==> config.mk <==
export PLATFORM = sky130hd
export DESIGN_NAME = regfile_wb_flat
export DESIGN_NICKNAME = d
export VERILOG_FILES = /design/src/rtl/regfile_wb_if.sv /design/src/rtl/regfile_wb.sv /design/src/flat_wrapper.sv
export SDC_FILE = /design/constraint.sdc
export NUM_CORES = 2
export LEC_CHECK = 0
export BUFFER_PORTS_ARGS = -buffer_cell sky130_fd_sc_hd__clkbuf_2
export CAP_MARGIN = 30
export CORE_ASPECT_RATIO = 1.4
export CORE_MARGIN = 3
export CORE_UTILIZATION = 50
export DETAILED_ROUTE_END_ITERATION = 6
export GPL_ROUTABILITY_DRIVEN = 1
export PLACE_DENSITY_LB_ADDON = 0.12
export SYNTH_ARGS = -nofsm -noshare
export SYNTH_HDL_FRONTEND = slang
export SYNTH_SLANG_ARGS = --single-unit
==> constraint.sdc <==
create_clock -name clock -period 4 [get_ports clock]
set_clock_uncertainty 0.05 [all_clocks]
set_input_delay 0.4 -clock clock [delete_from_list [all_inputs] [get_ports clock]]
set_output_delay 0.4 -clock clock [all_outputs]
set_load 0.01 [all_outputs]
==> src/rtl/regfile_wb_if.sv <==
// Writeback/decode bus for the architectural register file.
// Carries the write port, both read ports and the overflow-exception handshake.
interface regfile_wb_if #(
    parameter int CNT_W = 8
);
    logic             ctrl_writeEnable;
    logic [4:0]       ctrl_writeReg;
    logic [31:0]      data_writeReg;
    logic [4:0]       ctrl_readRegA;
    logic [4:0]       ctrl_readRegB;
    logic [31:0]      data_readRegA;
    logic [31:0]      data_readRegB;
    logic             exc_valid;
    logic [1:0]       exc_code;
    logic             exc_ack;
    logic [CNT_W-1:0] exc_count;

    modport master (
        output ctrl_writeEnable, ctrl_writeReg, data_writeReg,
        output ctrl_readRegA, ctrl_readRegB, exc_ack,
        input  data_readRegA, data_readRegB, exc_valid, exc_code, exc_count
    );

    modport slave (
        input  ctrl_writeEnable, ctrl_writeReg, data_writeReg,
        input  ctrl_readRegA, ctrl_readRegB, exc_ack,
        output data_readRegA, data_readRegB, exc_valid, exc_code, exc_count
    );
endinterface

==> src/rtl/regfile_wb.sv <==
// Architectural register file with overflow tracking on $rstatus.
// Optional write-through bypass on the read ports when REGFILE_BYPASS_EN is defined.
module regfile_wb #(
    parameter int DEPTH      = 32,
    parameter int STATUS_REG = 30,
    parameter int CNT_W      = 8
) (
    input  logic         clock,
    input  logic         ctrl_reset_n,
    regfile_wb_if.slave  bus
);
    localparam logic [4:0] STATUS_IDX = 5'(STATUS_REG);

    typedef enum logic {
        IDLE    = 1'b0,
        PENDING = 1'b1
    } excState_t;

    logic [31:0]      r_regs [1:DEPTH-1];
    excState_t        r_state;
    excState_t        w_nextState;
    logic [1:0]       r_code;
    logic [CNT_W-1:0] r_count;

    logic        w_write;
    logic        w_event;
    logic        w_bypA;
    logic        w_bypB;
    logic [31:0] w_storedA;
    logic [31:0] w_storedB;

    // An overflow event is a real write of 1..3 into $rstatus.
    assign w_write = bus.ctrl_writeEnable && (bus.ctrl_writeReg != 5'd0);
    assign w_event = w_write && (bus.ctrl_writeReg == STATUS_IDX)
                     && (bus.data_writeReg[31:2] == 30'd0)
                     && (bus.data_writeReg[1:0] != 2'd0);

    always_ff @(posedge clock or negedge ctrl_reset_n) begin
        if (!ctrl_reset_n) begin
            for (int i = 1; i < DEPTH; i++) begin
                r_regs[i] <= '0;
            end
        end else if (w_write) begin
            r_regs[bus.ctrl_writeReg] <= bus.data_writeReg;
        end
    end

    assign w_storedA = (bus.ctrl_readRegA == 5'd0) ? 32'd0 : r_regs[bus.ctrl_readRegA];
    assign w_storedB = (bus.ctrl_readRegB == 5'd0) ? 32'd0 : r_regs[bus.ctrl_readRegB];

`ifdef REGFILE_BYPASS_EN
    // Held reset must still read as zero, so the bypass is gated by it too.
    assign w_bypA = w_write && ctrl_reset_n && (bus.ctrl_readRegA == bus.ctrl_writeReg);
    assign w_bypB = w_write && ctrl_reset_n && (bus.ctrl_readRegB == bus.ctrl_writeReg);
`else
    assign w_bypA = 1'b0;
    assign w_bypB = 1'b0;
`endif

    assign bus.data_readRegA = w_bypA ? bus.data_writeReg : w_storedA;
    assign bus.data_readRegB = w_bypB ? bus.data_writeReg : w_storedB;

    // A new event keeps the exception pending even when acked in the same cycle.
    always_comb begin
        w_nextState = r_state;
        case (r_state)
            IDLE:    if (w_event) w_nextState = PENDING;
            PENDING: if (!w_event && bus.exc_ack) w_nextState = IDLE;
            default: w_nextState = IDLE;
        endcase
    end

    always_ff @(posedge clock or negedge ctrl_reset_n) begin
        if (!ctrl_reset_n) begin
            r_state <= IDLE;
            r_code  <= 2'd0;
            r_count <= '0;
        end else begin
            r_state <= w_nextState;
            if (w_event) begin
                r_code <= bus.data_writeReg[1:0];
                if (r_count != {CNT_W{1'b1}}) begin
                    r_count <= r_count + 1'b1;
                end
            end
        end
    end

    assign bus.exc_valid = (r_state == PENDING);
    assign bus.exc_code  = r_code;
    assign bus.exc_count = r_count;
endmodule

==> src/flat_wrapper.sv <==
// flat-port wrapper written by rule: the top's interface ports become plain ports
module regfile_wb_flat 
#(
    parameter int DEPTH      = 32,
    parameter int STATUS_REG = 30,
    parameter int CNT_W      = 8
)
  (clock, ctrl_reset_n, bus_ctrl_writeEnable, bus_ctrl_writeReg, bus_data_writeReg, bus_ctrl_readRegA, bus_ctrl_readRegB, bus_exc_ack, bus_data_readRegA, bus_data_readRegB, bus_exc_valid, bus_exc_code, bus_exc_count);
  regfile_wb_if #(.CNT_W(CNT_W)) bus_i ();
  input  logic clock;
  input  logic ctrl_reset_n;
  input wire logic [$bits(bus_i.ctrl_writeEnable)-1:0] bus_ctrl_writeEnable;
  input wire logic [$bits(bus_i.ctrl_writeReg)-1:0] bus_ctrl_writeReg;
  input wire logic [$bits(bus_i.data_writeReg)-1:0] bus_data_writeReg;
  input wire logic [$bits(bus_i.ctrl_readRegA)-1:0] bus_ctrl_readRegA;
  input wire logic [$bits(bus_i.ctrl_readRegB)-1:0] bus_ctrl_readRegB;
  input wire logic [$bits(bus_i.exc_ack)-1:0] bus_exc_ack;
  output wire logic [$bits(bus_i.data_readRegA)-1:0] bus_data_readRegA;
  output wire logic [$bits(bus_i.data_readRegB)-1:0] bus_data_readRegB;
  output wire logic [$bits(bus_i.exc_valid)-1:0] bus_exc_valid;
  output wire logic [$bits(bus_i.exc_code)-1:0] bus_exc_code;
  output wire logic [$bits(bus_i.exc_count)-1:0] bus_exc_count;
  assign bus_i.ctrl_writeEnable = bus_ctrl_writeEnable;
  assign bus_i.ctrl_writeReg = bus_ctrl_writeReg;
  assign bus_i.data_writeReg = bus_data_writeReg;
  assign bus_i.ctrl_readRegA = bus_ctrl_readRegA;
  assign bus_i.ctrl_readRegB = bus_ctrl_readRegB;
  assign bus_i.exc_ack = bus_exc_ack;
  assign bus_data_readRegA = bus_i.data_readRegA;
  assign bus_data_readRegB = bus_i.data_readRegB;
  assign bus_exc_valid = bus_i.exc_valid;
  assign bus_exc_code = bus_i.exc_code;
  assign bus_exc_count = bus_i.exc_count;
  regfile_wb #(.DEPTH(DEPTH), .STATUS_REG(STATUS_REG), .CNT_W(CNT_W)) u_core (.clock(clock), .ctrl_reset_n(ctrl_reset_n), .bus(bus_i));
endmodule
==> flow_metrics.tcl <==
set metrics [dict create \
    crit_type "input port to output pin" \
    r2r_slack_ns 2.15 \
    clockBufferDepth 3 \
    start_util 0.506 \
    yosysUniqueCellTypes 39 \
    die_area_mm2 0.111 \
    clock_sinks 1003 \
    nNetsFinal 3811 \
    stdcell_count 5204 \
    num_rows 141 \
    grt_pass1_wl_um 258000 \
    vias 35500 \
    setup_tns_ns 0 \
    wl_um 175000 \
    cts.clk_slew.worst_paths_ns 0.06 \
    synth_top_area_frac 0.469 \
    hold_start "bus_ctrl_writeReg[1]" \
    max_stage_delay_ns 0.88 \
    grt_max_degree 101 \
    clock.fmax_ghz 0.278 \
    clk_latency_ns 0.68 \
    min_path_type "input port to flip-flop" \
    dp_hpwl_um 110000 \
    synth_most_common_cell "mux2_2" \
    numCtsBuffers 102 \
    power_density_mw_per_mm2 496 \
    fin_ws_ns 0.400 \
    synth-edff-count 0 \
    syn_avg_cell_area_um2 14.4 \
    status "finished clean" \
    port_buffers 125 \
    yosysTopAreaCell "dfrtp_1" \
    hold_end "u_core.r_regs[63]" \
    syn_to_final_growth_pct 12.4 \
    drtIter0Drc 2892 \
    cp.arrival_ns 3.15 \
    vias_per_cell 6.83 \
    worstMarginPinSlew_ns 1.03 \
    synth_area_leaders "dfrtp_1 47%, mux2_2 23%, mux4_2 16%, mux2i_1 3.0%, a22o_1 2.1%" \
    synthTopCellsByCount "1085 x mux2_2, 1003 x dfrtp_1, 384 x mux4_2, 231 x clkbuf_1, 160 x mux2i_1" \
    fp.coreArea_mm2 0.106 \
    drive_gt1_frac 0.526 \
    seq_area_frac_synth 0.469 \
    dp_slack_ns 0.479 \
    routabilityCongestion 0.841 \
    htreeDepth 3 \
    slew_viol_final 0 \
    grt_pass1_vias 38500 \
    cp_cell_sequence "buf_4, nor2b_4, buf_4, a22o_1, o21ai_0, o21ai_0, clkbuf_2" \
    period_minus_slack_ns 3.60 \
    routedWlPerCell_um 33.7 \
    synth_cells 3721 \
    ys_ff_latch 1003 \
    clockRootBuffer "clkbuf_16" \
    peakVddDrop_v 0.000330 \
    crit_path_end_kind "output pin" \
    placedCellCount 5009 \
    relSlewSlack 0.313 \
    dr.pass1.iters 5 \
    crit_fanout 25 \
    min_path_cells 3 \
    ff2ff_path_depth 5 \
    rr_startpoint "u_core.bus.exc_count[0]" \
    finalSetupViolations 0 \
    rsz0062_at_grt "false" \
    grt-ovfl-total 0 \
    synthArstFlopShare 1.00 \
    maxCapViolCount 0 \
    r2r_end "u_core.bus.exc_count[1]" \
    die_w_um 283 \
    netlist_area_mm2 0.0535 \
    synthFlopType "dfrtp_1" \
    crit_required_ns 3.55 \
    drcViolationCount 0 \
    ant_nets 0 \
    synth_warnings 0 \
    startpoint_type "input port" \
    p_total_uw 29800 \
    cts_tree "built" \
    power_leakage_uw 0.0265 \
    grt_usage 0.319 \
    grt_antenna_before_repair 9 \
    syn_nets 3773 \
    fin_crit_sh 0.900 \
    ios 126 \
    nFillCells 8385 \
    hold_violations 0 \
    die_h_um 393 \
    critPathSlowestCell "nor2b_4" \
]
## worst max path at each step
stage / depth (start not counted) / to / from / slack, ns
5_1_grt: 8 / bus_data_readRegA[24] / bus_ctrl_readRegA[0] / 0.38
6_report: 7 / bus_data_readRegA[21] / bus_ctrl_readRegA[3] / 0.40
2_1_floorplan: 7 / bus_data_readRegB[10] / bus_ctrl_readRegB[0] / 1.51
3_3_place_gp: 7 / bus_data_readRegA[21] / bus_ctrl_readRegA[3] / 0.49
3_5_place_dp: 8 / bus_data_readRegA[24] / bus_ctrl_readRegA[0] / 0.48
4_1_cts: 8 / bus_data_readRegA[24] / bus_ctrl_readRegA[0] / 0.48
## registers in the layout, summed over array words and instances (netlist names)
signal and count:
u_core.bus.exc_valid 1, u_core.r_regs 992, u_core.bus.exc_count 8, u_core.bus.exc_code 2
## routing by layer
metal,vias up,share of wire,routed length [um],track usage
met3,497,0.063,11000,0.0508
met1,19100,0.38,66000,0.391
li1,14400,-,-,-
met2,1538,0.50,88200,0.542
met5,-,0.00045,78,0
met4,10,0.056,9880,0.168
## cells by family (layout without fill, tap and decap cells)
logic type / after synthesis / after routing / share of synthesized area
muxes: 1636 / 1636 / 0.421
DFF: 1003 / 1003 / 0.469
AOI/OAI and AO/OA: 450 / 450 / 0.0585
buffers and inverters: 405 / 528 / 0.0317
and+or+nand+nor: 220 / 220 / 0.0186
xor gates and xnor gates: 6 / 6 / 0.000982
adders and majority gates: 1 / 1 / 0.000234
other: 0 / 2 / 0
## area by class of cell
class                      count  area, um2  share of cell area
multi-input combinational   2313      27000               0.448
sequential                  1003      25100               0.417
clock buffer                 151       3100              0.0516
timing repair buffer         338       2930              0.0487
tap                         1358       1700              0.0282
clock inverter                38        369             0.00614
antenna                        2       5.00           0.0000832
inverter                       1       3.75           0.0000624
## power breakdown
| group | internal (uW) | switching [uW] |
|---|---|---|
| sequential | 12100 | 1490 |
| combinational | 3700 | 2600 |
| clock | 5740 | 4180 |
| total | 21600 | 8270 |
## through the flow
stage | hold slack (ns) | area [um2] | util
after floorplan | 0.0544 | 53500 | -
after global placement | 0.422 | 56600 | 0.535
after detailed placement | 0.430 | 56600 | 0.535
after CTS | 0.141 | 60200 | 0.568
after global routing | 0.182 | 60200 | 0.568
final | 0.183 | 60200 | 0.568
## timing repair
item                      4_1_cts  5_1_grt
resized for setup               0        0
buffers inserted                0        0
hold buffers                    4        0
hold endpoints to repair       76        0
## layout by cell type (no fill, tap or decap), drive strengths merged, types with 33 or more instances in the layout
cell type	netlist	layout
a22oi	63	63
o21ai	129	129
a22o	128	128
nor2	50	50
dfrtp	1003	1003
a21oi	33	33
mux4	384	384
mux2	1092	1092
buf	173	220
mux2i	160	160
nand2	113	113
clkbuf	231	265
## worst max-delay path, delay by kind of cell
kind	cells	cell delay (ns)
and+or+nand+nor	1	0.88
AOI/OAI and AO/OA	3	0.75
buffers and inverters	3	1.05
(Power assumes the default switching activity.)
